[src/rtl/fp16_mul_arbiter.sv]
// fp16_mul_arbiter: round-robin sharing of one fixed-latency fp16 multiplier among NUM_REQ requesters,
// with an ID tag pipeline and a credit-protected response FIFO.
module fp16_mul_arbiter #(
   parameter int NUM_REQ = 4,
   parameter int MUL_LAT = 2,
   parameter int FIFO_DEPTH = 4,
   localparam int ID_W = $clog2(NUM_REQ)
) (
   input  logic                 clk,
   input  logic                 rst_n,
   input  logic [NUM_REQ-1:0]   req_valid,
   output logic [NUM_REQ-1:0]   req_ready,
   input  logic [16*NUM_REQ-1:0] req_a,
   input  logic [16*NUM_REQ-1:0] req_b,
   output logic [15:0]          mul_a,
   output logic [15:0]          mul_b,
   input  logic [15:0]          mul_out,
   output logic                 rsp_valid,
   input  logic                 rsp_ready,
   output logic [ID_W-1:0]      rsp_id,
   output logic [15:0]          rsp_data,
   output logic                 busy,
   output logic [31:0]          issue_cnt
);
   localparam int PW = FIFO_DEPTH > 1 ? $clog2(FIFO_DEPTH) : 1;
   localparam int CW = $clog2(FIFO_DEPTH + 1);

   logic [ID_W-1:0]  rr_ptr_q, rr_ptr_d, gnt_id;
   logic             gnt_any, can_issue, push, pop;
   logic [MUL_LAT-1:0] vld_q;
   logic [ID_W-1:0]  id_q [MUL_LAT];
   logic [ID_W+15:0] mem_q [FIFO_DEPTH];
   logic [PW-1:0]    wr_q, rd_q;
   logic [CW-1:0]    cnt_q;
   logic [31:0]      issue_q;

   // The multiplier cannot stall, so every in-flight op must already own a FIFO slot.
   always_comb begin
      gnt_any = 1'b0;
      gnt_id = '0;
      can_issue = rst_n && (int'(cnt_q) + $countones(vld_q) < FIFO_DEPTH);
      for (int k = NUM_REQ - 1; k >= 0; k--) begin
         if (can_issue && req_valid[(int'(rr_ptr_q) + k) % NUM_REQ]) begin
            gnt_any = 1'b1;
            gnt_id = ID_W'((int'(rr_ptr_q) + k) % NUM_REQ);
         end
      end
   end

   assign req_ready = {{(NUM_REQ-1){1'b0}}, gnt_any} << gnt_id;
   assign mul_a = gnt_any ? req_a[16*gnt_id +: 16] : 16'h0000;
   assign mul_b = gnt_any ? req_b[16*gnt_id +: 16] : 16'h0000;
   assign rr_ptr_d = gnt_any ? (gnt_id == ID_W'(NUM_REQ - 1) ? '0 : gnt_id + 1'b1) : rr_ptr_q;
   assign push = vld_q[MUL_LAT-1];
   assign rsp_valid = cnt_q != '0;
   assign pop = rsp_valid & rsp_ready;
   assign {rsp_id, rsp_data} = rsp_valid ? mem_q[rd_q] : '0;
   assign busy = (|vld_q) | rsp_valid;
   assign issue_cnt = issue_q;

   always_ff @(posedge clk or negedge rst_n) begin
      if (!rst_n) begin
         rr_ptr_q <= '0;
         vld_q <= '0;
         for (int k = 0; k < MUL_LAT; k++) id_q[k] <= '0;
         wr_q <= '0;
         rd_q <= '0;
         cnt_q <= '0;
         issue_q <= '0;
      end else begin
         rr_ptr_q <= rr_ptr_d;
         vld_q <= MUL_LAT'({vld_q, gnt_any});
         id_q[0] <= gnt_id;
         for (int k = 1; k < MUL_LAT; k++) id_q[k] <= id_q[k-1];
         issue_q <= issue_q + 32'(gnt_any);
         if (push) wr_q <= (wr_q == PW'(FIFO_DEPTH - 1)) ? '0 : wr_q + 1'b1;
         if (pop) rd_q <= (rd_q == PW'(FIFO_DEPTH - 1)) ? '0 : rd_q + 1'b1;
         cnt_q <= cnt_q + CW'(push) - CW'(pop);
      end
   end

   always_ff @(posedge clk) begin
      if (push) mem_q[wr_q] <= {id_q[MUL_LAT-1], mul_out};
   end
endmodule
[config.mk]
export PLATFORM = sky130hd
export DESIGN_NAME = fp16_mul_arbiter
export DESIGN_NICKNAME = d
export VERILOG_FILES = /design/src/rtl/fp16_mul_arbiter.sv
export SDC_FILE = /design/constraint.sdc
export NUM_CORES = 1
export LEC_CHECK = 0
export CORE_AREA = 2 2 127 129
export DETAILED_ROUTE_END_ITERATION = 16
export DIE_AREA = 0 0 129 131
export HOLD_SLACK_MARGIN = 0.1
export PLACE_DENSITY = 0.75
export REMOVE_ABC_BUFFERS = 1
export SLEW_MARGIN = 20
export SYNTH_ARGS = -nofsm -noshare
export SYNTH_HDL_FRONTEND = slang
export SYNTH_SLANG_ARGS = --single-unit
export TNS_END_PERCENT = 50
[constraint.sdc]
create_clock -name clk -period 2.7 [get_ports clk]
set_input_delay 0.54 -clock clk [delete_from_list [all_inputs] [get_ports clk]]
set_output_delay 0.54 -clock clk [all_outputs]
set_load 0.05 [all_outputs]
==> impl_results.html <==
<table>
<tr><th>Metric</th><th>Value</th></tr>
<tr><th colspan="2">Place</th></tr>
<tr><td>Final weighted congestion of routability-driven global placement</td><td>0.879</td></tr>
<tr><td>Number of input and output port buffers inserted</td><td>238</td></tr>
<tr><td>Half-perimeter wire length after placement</td><td>13.4 mm</td></tr>
<tr><td>Post-place setup slack</td><td>-0.574 ns</td></tr>
<tr><td>Count of placed standard cells including taps</td><td>904</td></tr>
<tr><th colspan="2">Clocking</th></tr>
<tr><td>Maximum buffer depth of the clock tree</td><td>2</td></tr>
<tr><td>Count of hold buffers inserted by post-cts repair</td><td>0</td></tr>
<tr><td>H-tree levels</td><td>4</td></tr>
<tr><td>Clock transition time at the flip-flop clock pins of the worst setup and hold paths</td><td>0.06 ns</td></tr>
<tr><td>Clock buffers created by TritonCTS</td><td>17</td></tr>
<tr><td>CTS root buf</td><td>sky130_fd_sc_hd__clkbuf_16</td></tr>
<tr><td>TritonCTS clock tree</td><td>yes</td></tr>
<tr><td>Later-pin clock latency in the skew report</td><td>0.40 ns</td></tr>
<tr><td>TritonCTS Sinks</td><td>119</td></tr>
<tr><th colspan="2">Status</th></tr>
<tr><td>Violations in the final reports</td><td>negative setup slack</td></tr>
<tr><td>Outcome</td><td>finished, violations left</td></tr>
<tr><th colspan="2">Die</th></tr>
<tr><td>Count of boundary I/O pins</td><td>239</td></tr>
<tr><td>Initial cell density of the core</td><td>37.9%</td></tr>
<tr><td>Total number of placement rows</td><td>46</td></tr>
<tr><td>Die span in y</td><td>131 um</td></tr>
<tr><td>Die Outline Area</td><td>16900 um2</td></tr>
<tr><td>DIE WIDTH</td><td>129 um</td></tr>
<tr><td>Area of the core</td><td>15600 um2</td></tr>
<tr><th colspan="2">Setup path</th></tr>
<tr><td>Crit path DAT</td><td>2.64 ns</td></tr>
<tr><td>Path depth of the worst reg2reg path</td><td>14</td></tr>
<tr><td>Termination of the worst setup path</td><td>mul_b[0]</td></tr>
<tr><td>Kind of launch point of the worst setup path</td><td>flop</td></tr>
<tr><td>Critical Path End Type</td><td>primary output</td></tr>
<tr><td>FF-to-FF Start</td><td>vld_q[0]</td></tr>
<tr><td>WS Path Type</td><td>reg -&gt; out</td></tr>
<tr><td>Worst setup path startpoint</td><td>vld_q[0]</td></tr>
<tr><td>Crit Reg-Reg Endpoint</td><td>issue_cnt[27]</td></tr>
<tr><td>Largest fanout of any net on the critical path</td><td>16</td></tr>
<tr><td>Slack of the worst reg-to-reg path</td><td>-0.14 ns</td></tr>
<tr><td>Critical path required time</td><td>2.16 ns</td></tr>
<tr><th colspan="2">Synth</th></tr>
<tr><td>Count of different cell masters after synthesis</td><td>41</td></tr>
<tr><td>Cell count after synthesis</td><td>431</td></tr>
<tr><td>Proportion of synthesized chip area in sequential cells</td><td>56.5%</td></tr>
<tr><td>FFs w/ async S/R, synth</td><td>39.5%</td></tr>
<tr><td>Total of flip-flops plus latches after synthesis</td><td>119</td></tr>
<tr><td>Top cells by area in the synthesized netlist</td><td>sky130_fd_sc_hd__edfxtp_1 (37%), sky130_fd_sc_hd__dfrtp_1 (20%), sky130_fd_sc_hd__mux2i_1 (11%)</td></tr>
<tr><td>Combined area of all synthesized cells</td><td>5910 um2</td></tr>
<tr><td>Area share of the largest cell type after synthesis</td><td>36.6%</td></tr>
<tr><td>Synth area leader</td><td>sky130_fd_sc_hd__edfxtp_1</td></tr>
<tr><td>Mean area per synthesized cell</td><td>13.7 um2</td></tr>
<tr><td>Number of enable flip-flop cells after synthesis</td><td>72</td></tr>
<tr><td>Synth warnings</td><td>0</td></tr>
<tr><td>Leading register cell type out of synthesis</td><td>sky130_fd_sc_hd__edfxtp_1</td></tr>
<tr><th colspan="2">Final layout</th></tr>
<tr><td>Storage cell area</td><td>3340 um2</td></tr>
<tr><td>Fraction of final layout cells with drive strength greater than 1</td><td>31.2%</td></tr>
<tr><td>Post-layout net count</td><td>886</td></tr>
<tr><td>Post-route non-filler standard cell count</td><td>950</td></tr>
<tr><td>Final core occ</td><td>66.5%</td></tr>
<tr><td>Number of inserted filler cells in the final layout</td><td>1085</td></tr>
<tr><td>Area of combinational cells with multiple inputs</td><td>2840 um2</td></tr>
<tr><td>Syn-to-layout area delta</td><td>75.7%</td></tr>
<tr><td>Antenna fix cells</td><td>0</td></tr>
<tr><th colspan="2">Global route</th></tr>
<tr><td>Initial antenna violation count</td><td>0</td></tr>
<tr><td>Grt ovf</td><td>0</td></tr>
<tr><td>First-pass GRT wire length</td><td>26.2 mm</td></tr>
<tr><td>Overall Global Routing Usage</td><td>20.7%</td></tr>
<tr><td>Number of global-route vias before repair</td><td>5015</td></tr>
<tr><td>Pin count of the biggest net entering global routing</td><td>48</td></tr>
<tr><th colspan="2">Drt</th></tr>
<tr><td>DRC violation total after the first TritonRoute iteration</td><td>251</td></tr>
<tr><td>Via density</td><td>5.08</td></tr>
<tr><td>DRC violation count after routing</td><td>0</td></tr>
<tr><td>Number of nets with antenna violations after routing</td><td>0</td></tr>
<tr><td>Vias after detailed routing</td><td>4824</td></tr>
<tr><td>Number of detailed-routing iterations run before antenna repair</td><td>4</td></tr>
<tr><td>Average wire per cell in the routed design</td><td>20.1 um</td></tr>
<tr><td>Overall routed net length</td><td>19.1 mm</td></tr>
<tr><th colspan="2">Pwr</th></tr>
<tr><td>Power Internal</td><td>6470 uW</td></tr>
<tr><td>Switching share of total power</td><td>41.0%</td></tr>
<tr><td>VDD IR max</td><td>0.000619 V</td></tr>
<tr><td>Logic pwr share</td><td>56.8%</td></tr>
<tr><td>Sequential group share of total power</td><td>23.3%</td></tr>
<tr><td>Power density of the placed cells</td><td>1060 nW/um2</td></tr>
<tr><td>Fraction of power consumed by the clock network</td><td>19.9%</td></tr>
<tr><td>Static leakage power</td><td>0.00421 uW</td></tr>
<tr><td>Net Switching</td><td>4490 uW</td></tr>
<tr><th colspan="2">STA</th></tr>
<tr><td>Final hold slack</td><td>0.262 ns</td></tr>
<tr><td>Crit path time final</td><td>3.18 ns</td></tr>
<tr><td>Number of hold-slack violations in the final timing report</td><td>0</td></tr>
<tr><td>Achievable Freq</td><td>315 MHz</td></tr>
<tr><td>Final WS setup</td><td>-0.477 ns</td></tr>
<tr><td>Final Max Tran Viols</td><td>0</td></tr>
<tr><td>Worst Tran Pin Value</td><td>0.605 ns</td></tr>
<tr><td>Final setup viols</td><td>45</td></tr>
<tr><td>Sum of negative setup slack</td><td>-15.27 ns</td></tr>
<tr><td>Final period util</td><td>118%</td></tr>
<tr><td>RSZ-0062 raised after global routing</td><td>yes</td></tr>
<tr><td>Slew Limit Headroom</td><td>59.7%</td></tr>
<tr><td>Maximum clock skew at final layout</td><td>0.00595 ns</td></tr>
<tr><th colspan="2">Run</th></tr>
<tr><td>Max Cap Violations</td><td>0</td></tr>
<tr><th colspan="2">Worst hold path</th></tr>
<tr><td>Class of the worst hold path</td><td>in -&gt; async</td></tr>
</table>
[power by group through the flow]
| stage | logic, uW | registers (uW) | clock network (uW) |
|---|---|---|---|
| finish | 6230 | 2560 | 2180 |
| global route | 6520 | 2590 | 2300 |
| CTS | 5670 | 2530 | 2200 |
| detailed placement | 5550 | 2560 | 0 |
| global placement | 5440 | 2530 | 0 |
| floorplan | 3070 | 2700 | 0 |
[worst max-delay path: stages, from the launching register on]
cell,delay [ns]
sky130_fd_sc_hd__dfrtp_1,0.41
sky130_fd_sc_hd__ha_4,0.29
sky130_fd_sc_hd__buf_6,0.09
sky130_fd_sc_hd__nand3_4,0.07
sky130_fd_sc_hd__a32oi_2,0.28
sky130_fd_sc_hd__nand3_2,0.14
sky130_fd_sc_hd__or2_4,0.29
sky130_fd_sc_hd__clkbuf_16,0.20
sky130_fd_sc_hd__o22ai_2,0.19
sky130_fd_sc_hd__buf_4,0.14
sky130_fd_sc_hd__buf_12,0.12
[synth_stat cells (3+ instances only)]
cell	n
sky130_fd_sc_hd__nand2_1	20
sky130_fd_sc_hd__and2_1	25
sky130_fd_sc_hd__nand4_1	4
sky130_fd_sc_hd__buf_6	6
sky130_fd_sc_hd__xor2_1	12
sky130_fd_sc_hd__clkbuf_1	6
sky130_fd_sc_hd__ha_1	13
sky130_fd_sc_hd__and3_1	5
sky130_fd_sc_hd__a21o_1	3
sky130_fd_sc_hd__edfxtp_1	72
sky130_fd_sc_hd__a21oi_1	3
sky130_fd_sc_hd__buf_2	9
sky130_fd_sc_hd__dfrtp_1	47
sky130_fd_sc_hd__nor2_1	15
sky130_fd_sc_hd__nor3_1	5
sky130_fd_sc_hd__xnor2_1	19
sky130_fd_sc_hd__mux4_2	18
sky130_fd_sc_hd__o22ai_1	32
sky130_fd_sc_hd__inv_1	13
sky130_fd_sc_hd__mux2i_1	64
sky130_fd_sc_hd__nand3_1	12
[how the worst min path moves through the flow]
stage	to	startpoint
4_1_cts	issue_cnt[11]	rst_n
3_3_place_gp	id_q[0]	id_q[2]
5_1_grt	vld_q[1]	rst_n
2_1_floorplan	cnt_q[0]	rst_n
3_5_place_dp	id_q[0]	id_q[2]
6_report	wr_q[0]	rst_n
[metal layers]
layer / up-vias / track usage [%] / wire, um
li1: 2198 / - / -
met1: 2397 / 21.0 / 6630
met2: 191 / 39.7 / 10700
met3: 38 / 6.56 / 1210
met4: 0 / 7.61 / 572
met5: - / 0 / 0
[layout make-up]
cell class                 instances  share of cell area, %
clock buffer                      18                   4.14
clock inverter                    14                   1.45
inverter                          15                  0.591
multi-input combinational        275                   27.4
sequential                       119                   32.2
tap                              216                   2.60
timing repair buffer             293                   31.6
[state kept, by name (all words and copies together) (netlist names)]
name,cells
vld_q,2
mem_q,72
cnt_q,3
rd_q,2
rr_ptr_q,2
issue_cnt,32
wr_q,2
id_q,4
[metrics by stage]
step,cell area (um2),power (uW)
floorplan,5760,5760
global placement,9100,7970
detailed placement,9100,8110
CTS,9790,10400
global route,10400,11400
finish,10400,11000
[repair_timing]
item / CTS / global route
gates resized for setup: 27 / 76
endpoints found under the setup margin: 41 / 75
gates cloned: 0 / 5
pin swaps: 6 / 13
buffers inserted: 1 / 9
[cell families (layout without fill, tap and decap cells)]
| logic type | after synthesis | count (layout) | synth area share [%] |
|---|---|---|---|
| compound gates | 46 | 46 | 5.08 |
| xor+xnor | 31 | 31 | 4.60 |
| fa+ha+maj | 14 | 14 | 3.09 |
| buf+inv | 37 | 340 | 3.37 |
| flops | 119 | 119 | 56.5 |
| mux | 84 | 84 | 18.1 |
| simple gates | 100 | 100 | 9.24 |
[placed cells by master, fill, tap and decap left out, types with 4 or more instances in the layout]
master | synthesis | routed
sky130_fd_sc_hd__nor2_4 | 0 | 6
sky130_fd_sc_hd__edfxtp_1 | 72 | 72
sky130_fd_sc_hd__ha_1 | 13 | 9
sky130_fd_sc_hd__buf_6 | 6 | 11
sky130_fd_sc_hd__nand2_1 | 20 | 17
sky130_fd_sc_hd__buf_12 | 0 | 40
sky130_fd_sc_hd__and2_1 | 25 | 25
sky130_fd_sc_hd__mux4_2 | 18 | 18
sky130_fd_sc_hd__nor2_2 | 0 | 5
sky130_fd_sc_hd__o22ai_2 | 0 | 12
sky130_fd_sc_hd__xnor2_1 | 19 | 18
sky130_fd_sc_hd__mux2i_1 | 64 | 57
sky130_fd_sc_hd__clkinvlp_4 | 0 | 6
sky130_fd_sc_hd__ha_4 | 0 | 4
sky130_fd_sc_hd__clkdlybuf4s50_1 | 0 | 179
sky130_fd_sc_hd__buf_4 | 1 | 54
sky130_fd_sc_hd__dfrtp_1 | 47 | 46
sky130_fd_sc_hd__nand4_1 | 4 | 4
sky130_fd_sc_hd__nand3_1 | 12 | 10
sky130_fd_sc_hd__inv_1 | 13 | 12
sky130_fd_sc_hd__and3_1 | 5 | 4
sky130_fd_sc_hd__nor2_1 | 15 | 4
sky130_fd_sc_hd__xor2_1 | 12 | 12
sky130_fd_sc_hd__mux2i_2 | 0 | 7
sky130_fd_sc_hd__o22ai_1 | 32 | 9
sky130_fd_sc_hd__clkbuf_16 | 0 | 21
sky130_fd_sc_hd__o22ai_4 | 0 | 11
Power figures use the tool's default switching activity.
